===== src/rtl/div_pkg.sv =====
// Shared constants and types for the iterative divider.
// The optional divide-by-zero fast path is enabled with DIV_ZERO_FAST_EN.
package div_pkg;

  localparam int DIV_WIDTH = 32;

  typedef enum logic [1:0] {
    IDLE,
    CALC,
    FIX
  } state_t;

  function automatic int cnt_bits(input int width);
    return $clog2(width + 1);
  endfunction

endpackage


===== src/rtl/div_sign_fix.sv =====
// Conditional two's-complement negate, used for operand magnitudes
// and for applying the result signs.
module div_sign_fix
  import div_pkg::*;
#(
  parameter int WIDTH = DIV_WIDTH
) (
  input  logic [WIDTH-1:0] a,
  input  logic             neg,
  output logic [WIDTH-1:0] y
);

  assign y = neg ? ('0 - a) : a;

endmodule


===== src/rtl/div_calculate.sv =====
// Radix-2 restoring divider for DIV/DIVU feeding HI (remainder) and LO (quotient).
// Define DIV_ZERO_FAST_EN for the divisor==0 shortcut and the div_zero output.
module div_calculate
  import div_pkg::*;
#(
  parameter int WIDTH = DIV_WIDTH
) (
  input  logic             clk,
  input  logic             reset,
  input  logic             start,
  input  logic             is_signed,
  input  logic [WIDTH-1:0] dividend,
  input  logic [WIDTH-1:0] divisor,
  output logic             busy,
  output logic             done,
  output logic [WIDTH-1:0] quotient,
  output logic [WIDTH-1:0] remainder
`ifdef DIV_ZERO_FAST_EN
  ,
  output logic             div_zero
`endif
);

  localparam int CW = cnt_bits(WIDTH);

  state_t state;
  state_t state_nx;

  logic [CW-1:0]    cnt;
  logic [WIDTH:0]   rem;
  logic [WIDTH-1:0] quo;
  logic [WIDTH-1:0] dvs;
  logic             sign_q;
  logic             sign_r;

  logic             sa;
  logic             sb;
  logic [WIDTH-1:0] dvd_abs;
  logic [WIDTH-1:0] dvs_abs;
  logic [WIDTH-1:0] q_fix;
  logic [WIDTH-1:0] r_fix;
  logic [WIDTH+1:0] rem_sh;
  logic [WIDTH+1:0] diff;
  logic             fast_zero;

  assign sa = is_signed & dividend[WIDTH-1];
  assign sb = is_signed & divisor[WIDTH-1];

`ifdef DIV_ZERO_FAST_EN
  logic zero_flag;
  assign fast_zero = (divisor == '0);
`else
  assign fast_zero = 1'b0;
`endif

  div_sign_fix #(.WIDTH(WIDTH)) u_abs_a (
    .a   (dividend),
    .neg (sa),
    .y   (dvd_abs)
  );

  div_sign_fix #(.WIDTH(WIDTH)) u_abs_b (
    .a   (divisor),
    .neg (sb),
    .y   (dvs_abs)
  );

  div_sign_fix #(.WIDTH(WIDTH)) u_fix_q (
    .a   (quo),
    .neg (sign_q),
    .y   (q_fix)
  );

  div_sign_fix #(.WIDTH(WIDTH)) u_fix_r (
    .a   (rem[WIDTH-1:0]),
    .neg (sign_r),
    .y   (r_fix)
  );

  // Extra top bit makes the trial-subtract sign unambiguous.
  assign rem_sh = {rem, quo[WIDTH-1]};
  assign diff   = rem_sh - {2'b00, dvs};

  assign busy = (state != IDLE);

  always_ff @(posedge clk or posedge reset) begin
    if (reset) begin
      state <= IDLE;
    end else begin
      state <= state_nx;
    end
  end

  always_comb begin
    state_nx = state;
    unique case (state)
      IDLE: begin
        if (start) begin
          state_nx = fast_zero ? FIX : CALC;
        end
      end
      CALC: begin
        if (cnt == CW'(WIDTH - 1)) begin
          state_nx = FIX;
        end
      end
      FIX: begin
        state_nx = IDLE;
      end
      default: begin
        state_nx = IDLE;
      end
    endcase
  end

  always_ff @(posedge clk or posedge reset) begin
    if (reset) begin
      cnt       <= '0;
      rem       <= '0;
      quo       <= '0;
      dvs       <= '0;
      sign_q    <= 1'b0;
      sign_r    <= 1'b0;
      done      <= 1'b0;
      quotient  <= '0;
      remainder <= '0;
`ifdef DIV_ZERO_FAST_EN
      zero_flag <= 1'b0;
      div_zero  <= 1'b0;
`endif
    end else begin
      done <= 1'b0;
      unique case (state)
        IDLE: begin
          if (start) begin
            dvs    <= dvs_abs;
            sign_q <= sa ^ sb;
            sign_r <= sa;
            cnt    <= '0;
            // Shortcut preloads the final magnitudes for FIX.
            if (fast_zero) begin
              rem    <= {1'b0, dvd_abs};
              quo    <= '1;
              sign_q <= 1'b0;
            end else begin
              rem <= '0;
              quo <= dvd_abs;
            end
`ifdef DIV_ZERO_FAST_EN
            zero_flag <= fast_zero;
`endif
          end
        end
        CALC: begin
          cnt <= cnt + 1'b1;
          if (diff[WIDTH+1]) begin
            rem <= rem_sh[WIDTH:0];
            quo <= {quo[WIDTH-2:0], 1'b0};
          end else begin
            rem <= diff[WIDTH:0];
            quo <= {quo[WIDTH-2:0], 1'b1};
          end
        end
        FIX: begin
          quotient  <= q_fix;
          remainder <= r_fix;
          done      <= 1'b1;
`ifdef DIV_ZERO_FAST_EN
          div_zero  <= zero_flag;
`endif
        end
        default: begin
          done <= 1'b0;
        end
      endcase
    end
  end

endmodule


===== config.mk =====
export PLATFORM = sky130hd
export DESIGN_NAME = div_calculate
export DESIGN_NICKNAME = d
export VERILOG_FILES = /design/src/rtl/div_pkg.sv /design/src/rtl/div_sign_fix.sv /design/src/rtl/div_calculate.sv
export SDC_FILE = /design/constraint.sdc
export NUM_CORES = 1
export LEC_CHECK = 0
export ABC_AREA = 1
export BUFFER_PORTS_ARGS = -buffer_cell sky130_fd_sc_hd__buf_2
export CAP_MARGIN = 20
export CORE_MARGIN = 5
export CORE_UTILIZATION = 40
export CTS_BUF_LIST = sky130_fd_sc_hd__clkbuf_8
export DETAILED_ROUTE_END_ITERATION = 12
export HOLD_SLACK_MARGIN = 0.08
export SETUP_SLACK_MARGIN = 0.5
export SYNTH_ARGS = -nofsm -noshare
export SYNTH_HDL_FRONTEND = slang
export SYNTH_SLANG_ARGS = --single-unit

===== constraint.sdc =====
create_clock -name clk -period 10.9 [get_ports clk]
set_input_delay 1.09 -clock clk [delete_from_list [all_inputs] [get_ports clk]]
set_output_delay 1.09 -clock clk [all_outputs]
set_load 0.005 [all_outputs]

==> flow_summary.toml, run 1 <==
[run_status]
status = "finished, final reports clean"

[cts]
insertion_delay_ns = 0.47
tritoncts = "built"
h-tree-depth = 4
root_buffer = "clkbuf_8"
post-cts-setup-buffer-count = 0
cts_buffer_depth = 2
clock_sinks = 172
cts_resized = 0
clk_pin_slew_ns = 0.10
numCtsBuffers = 17
cts_hold_buf = 0

[run]
maxCapViolCount = 0

[setup_path]
crit_path_top_delay_cell = "nor2_4"
path_cells = "buf_2, nand2_2, buf_4, inv_1, buf_4, nor2_4, buf_4, inv_1, o221ai_1"
crit_path_end_kind = "flop"
crit_path_frequent_cell = "buf_4"
cp_top_family = "buffers and inverters"
cp_data_arrival_time_ns = 3.60
crit_type = "in2reg"
critPathBufInv = 6
slowest_delay_ns = 0.67
cp.required_ns = 11.28
start_kind = "primary input"
path_max_fanout = 67

[finish]
layoutNonFillerInstCount = 2548
drive_above_1_share = 0.122
final_nets = 2199
fill_cells = 3570
multi_input_area_mm2 = 0.00759
antenna_cells = 0
area.growth.synth_to_final_pct = 10.2
seqCellArea_mm2 = 0.00430

[placed_design]
port_buffers = 133
gp_congestion = 0.958
dp.cells = 2515
hpwl_um = 32500

[synthesis]
synth_top_family_by_area = "simple AND/OR/NAND/NOR gates"
synth_common_cells = "601 x nand2_1, 271 x inv_1, 200 x nand3_1, 191 x nor2_1, 172 x dfrtp_1"
synth_fp_nets = 2107
syn-instance-count = 2001
netlist.area_leader.share = 0.324
ys.flop_type = "dfrtp_1"
synthAdderAreaFrac = 0.0364
synthTopCellsByArea = "dfrtp_1 32%, nand2_1 17%, inv_1 7.7%"
async_reset_ff_frac = 1.00
synth_top_area_cell = "dfrtp_1"
yosysSeqAreaShare = 0.324
synth_edf_count = 0
synth.area.mux_share = 0
ys_ff_latch = 172
synth-compound-area-share = 0.0989
syn_area_mm2 = 0.0133
synth_simple_gate_area_frac = 0.381
synth_most_common_cell = "nand2_1"
synth-xor-area-share = 0.0541
syn_avg_cell_area_um2 = 6.64
synth.distinct_cells = 47
yosysWarnings = 0

[worst_hold_path]
hp-class = "reg2reg"

[drt]
dr_total_vias = 12900
ant_nets = 0
drt_wl_total_um = 41000
via_per_inst = 5.08
wl_per_cell_um = 16.1
drc = 0
drtPass1Iterations = 6
drt_iter0_drc = 863

[sta]
min_period_ns = 3.22
hold_violations = 0
finalMaxSlewViolations = 0
clock_skew_ns = 0.0152
max_freq_ghz = 0.310
tightestPinTransition_ns = 0.966
rsz0062_at_grt = "no"
maxSlewHeadroom = 0.356
finalCritPeriodShare = 0.296
setup_violations = 0
fin_tns_setup_ns = 0

[power]
power.internal_uw = 2230
power.density_mw_per_mm2 = 331
p_sw_frac = 0.539
finalPower_uw = 4840
p_clk_frac = 0.092
p_comb_frac = 0.643
leakage_uw = 0.00735
ir_drop_mv = 0.110
seqPwrFrac = 0.265
switching_power_uw = 2610

[grt]
grt_usage = 0.221
grt_pass1_wl_um = 64900
grt_max_degree = 96
grt-ovfl-total = 0
antenna_found_initial = 1
first_global_vias = 12500

[floorplanning]
io_pins = 134
die_h_um = 192
start_util = 0.406
num_rows = 66
die_x_um = 192
die-area_mm2 = 0.0369
core_area_mm2 = 0.0327
cells in the final DEF (no fill, tap or decap), drive strengths merged:
cell type  netlist  routed
dfrtp          172     172
o21bai           1       1
or2              8       8
o31ai            7       7
xor2            59      59
and3             1       1
xnor2           23      23
a21oi           48      48
nor4             2       2
nand4           23      23
clkinvlp         0       1
o21ai          118     118
a22o             1       1
clkbuf          32      19
and2            10      10
inv            278     281
o211ai           2       2
or3              1       1
o22ai            3       3
nand3          232     232
clkinv           1       9
nor3            27      27
buf             37     142
a21o             1       1
o221ai           4       4
a22oi           26      26
nand3b          13      13
nor2           197     197
nand2          615     615
fa               1       1
bufinv           0       1
a31oi           21      21
ha              37      37
cells by family after synthesis:
family          count (synthesis)
simple gates                 1129
buf+inv                       348
compound gates                232
flops                         172
xor+xnor                       82
fa+ha+maj                      38
path summary, 6_finish.rpt:
path | slack, ns | depth (start not counted) | startpoint | endpoint
worst max-delay path | 7.68 | 9 | start | quo[17]$_DFFE_PP0P_
worst min-delay path | 0.45 | 1 | cnt[5]$_DFFE_PP0P_ | state[1]$_DFFE_PP0P_
worst max register to register | 7.87 | 9 | state[1]$_DFFE_PP0P_ | quo[17]$_DFFE_PP0P_
worst min register to register | 0.45 | 1 | cnt[5]$_DFFE_PP0P_ | state[1]$_DFFE_PP0P_
max in group asynchronous | 8.87 | 4 | reset | quo[18]$_DFFE_PP0P_
min in group asynchronous | 0.74 | 2 | reset | remainder[4]$_DFFE_PP0P_
metrics by stage:
step | instance area, um^2 | hold slack (ns) | setup slack, ns | util
floorplan | 13300 | 0.408 | 5.15 | -
global placement | 14200 | 0.435 | 7.21 | 0.435
detailed placement | 14200 | 0.441 | 7.23 | 0.435
CTS | 14600 | 0.455 | 7.73 | 0.447
global route | 14600 | 0.467 | 7.46 | 0.447
finish | 14600 | 0.448 | 7.68 | 0.447
power groups by stage:
stage               combinational [uW]  sequential, uW  clock (uW)
floorplan                         2370            1160           0
global placement                  3070            1290           0
detailed placement                3120            1300           0
CTS                               3130            1280         451
global route                      3520            1320         479
finish                            3110            1280         443
routing by layer:
metal  GRT usage  routed length, um
met2       0.368              19300
met3      0.0345               1550
met5           0                 13
met1       0.292              18700
met4      0.0823               1380
state kept, by name, indices dropped and copies added, names as in the netlist:
signal and cells:
quo 32, remainder 32, state 2, rem 33
sign_q 1, sign_r 1, dvs 32, done 1
quotient 32, cnt 6
area by class of cell:
class | count | share of cell area
well taps | 442 | 0.0378
clock buffers | 19 | 0.0179
clock inverters | 13 | 0.00804
flip-flops and latches | 172 | 0.294
repair buffers | 142 | 0.0515
inverters | 279 | 0.0719
multi-input cells | 1481 | 0.519
No activity file was read; power rests on OpenSTA's default activity.
==> run 2: changes to the inputs <==
- clock period: 10.9 -> 2.99 ns (I/O delays scaled with it)
==> run 2 against run 1 <==
  * Routed wire length is 11% higher
  * Critical path type is now reg2reg
  * Worst hold slack worse by 0.32 ns
  * Via count is 3.9% higher
  * Clock skew is 0.017 ns higher
  * Total power grew to 4.1 times the previous value
  * Non-clock buffer count is 34 higher
==> flow_summary.toml, run 2 (synthesis gave the netlist of run 1 again) <==
[setup_path]
crit_path_end_kind = "flop"
reg2reg_slack_ns = 0.57
path_max_fanout = 6
start_kind = "flop"
crit_type = "reg2reg"
cp.required_ns = 3.36
cp_data_arrival_time_ns = 2.79

[cts]
tritoncts = "built"
insertion_delay_ns = 0.51
clk_pin_slew_ns = 0.11
cts_buffer_depth = 2
clock_sinks = 172
h-tree-depth = 4
numCtsBuffers = 17
root_buffer = "clkbuf_8"

[grt]
grt_max_degree = 74
antenna_found_initial = 0
first_global_vias = 12900
grt-ovfl-total = 0
grt_pass1_wl_um = 69600
grt_usage = 0.241

[drt]
drt_iter0_drc = 990
wl_per_cell_um = 17.5
drtPass1Iterations = 6
dr_total_vias = 13400
drt_wl_total_um = 45400
ant_nets = 0
drc = 0
via_per_inst = 5.18

[floorplanning]
core_area_mm2 = 0.0327
die_x_um = 192
num_rows = 66
die-area_mm2 = 0.0369
start_util = 0.406
die_h_um = 192
io_pins = 134

[sta]
finalMaxSlewViolations = 0
maxSlewHeadroom = 0.497
rsz0062_at_grt = "no"
setup_violations = 0
tightestPinTransition_ns = 0.753
finalCritPeriodShare = 0.808
hold_violations = 0
max_freq_ghz = 0.414
fin_tns_setup_ns = 0
min_period_ns = 2.42
clock_skew_ns = 0.0319

[power]
ir_drop_mv = 0.509
finalPower_uw = 19900
power.density_mw_per_mm2 = 1270
leakage_uw = 0.00759

[finish]
final_nets = 2243
antenna_cells = 0
top_register = "rem"
layoutNonFillerInstCount = 2592
drive_above_1_share = 0.167
final_common_cell = "nand2_1"
most-common-layout-cells = "595 x nand2_1, 267 x inv_1, 200 x nand3_1, 188 x nor2_1, 149 x dfrtp_1"
area.growth.synth_to_final_pct = 17.6
largest_register_ffs = 33

[placed_design]
gp_congestion = 1.03
port_buffers = 133
hpwl_um = 34300
dp.cells = 2531

[run]
maxCapViolCount = 0

[worst_hold_path]
hp-class = "in2reg"

[run_status]
status = "finished, final reports clean"
==> run 2: cell count changes in the layout (fill, tap and decap cells not counted), moves of 8 or more <==
cell,change
dfrtp_2,+23
ha_4,+23
dfrtp_1,-23
ha_1,-31
buf_4,+19
ha_2,+8
==> run 2: repair_timing <==
item	in CTS	in global routing
gates resized for setup	17	72
gates cloned	3	10
endpoints found under the setup margin	34	35
hold buffers	6	0
endpoints found under the hold margin	30	0
pin swaps	3	3
buffers inserted	3	7
==> run 2: path summary, 6_finish.rpt <==
path,endpoint,depth (start not counted),from
setup / recovery,rem[4]$_DFFE_PP0P_,15,rem[9]$_DFFE_PP0P_
hold / removal,dvs[30]$_DFFE_PP0P_,4,divisor[30]
setup reg to reg,rem[4]$_DFFE_PP0P_,15,rem[9]$_DFFE_PP0P_
hold reg to reg,state[1]$_DFFE_PP0P_,1,cnt[5]$_DFFE_PP0P_
max in group asynchronous,quo[16]$_DFFE_PP0P_,4,reset
min in group asynchronous,remainder[25]$_DFFE_PP0P_,3,reset
==> run 2: area by class of cell <==
class,count,area (um^2)
fillers,3454,17100
repair buffers,176,1120
inverters,279,1050
clock inverters,14,195
multi-input cells,1491,8120
flip-flops and latches,172,4330
clock buffers,18,248
well taps,442,553
==> run 2: metrics by stage <==
stage / hold WS (ns) / setup WS, ns / utilization / cell area, um^2
floorplan: 0.408 / 0.494 / - / 13300
global placement: 0.426 / 0.374 / 0.440 / 14400
detailed placement: 0.437 / 0.354 / 0.440 / 14400
CTS: 0.0922 / 0.495 / 0.460 / 15000
global route: 0.118 / 0.489 / 0.478 / 15600
finish: 0.127 / 0.573 / 0.478 / 15600
==> run 2: layer usage <==
layer	global-route usage	up-vias	part of all wire
li1	-	6673	-
met1	0.320	6283	0.45
met2	0.397	402	0.46
met3	0.0345	78	0.047
met4	0.0930	0	0.040
met5	0	-	0
==> run 2: report_power, final <==
group	switching (uW)	total (uW)	internal, uW	leakage (uW)
clock	955	1890	934	0.000217
combinational	8190	13200	4980	0.00547
sequential	1420	4850	3430	0.00190
==> run 2: worst max-delay path, stage by stage (launching register included) <==
cell and delay [ns]:
dfrtp_1 0.52, ha_4 0.35, nand2_1 0.05, nand2_1 0.10, nand2_1 0.07, nand2_1 0.14
nand2_1 0.07, nand2_1 0.12, inv_2 0.07, nand2_4 0.10, nand2_8 0.10, nand3_4 0.18
clkbuf_16 0.21, nand3_2 0.07, nand3_1 0.07, nand2_1 0.05
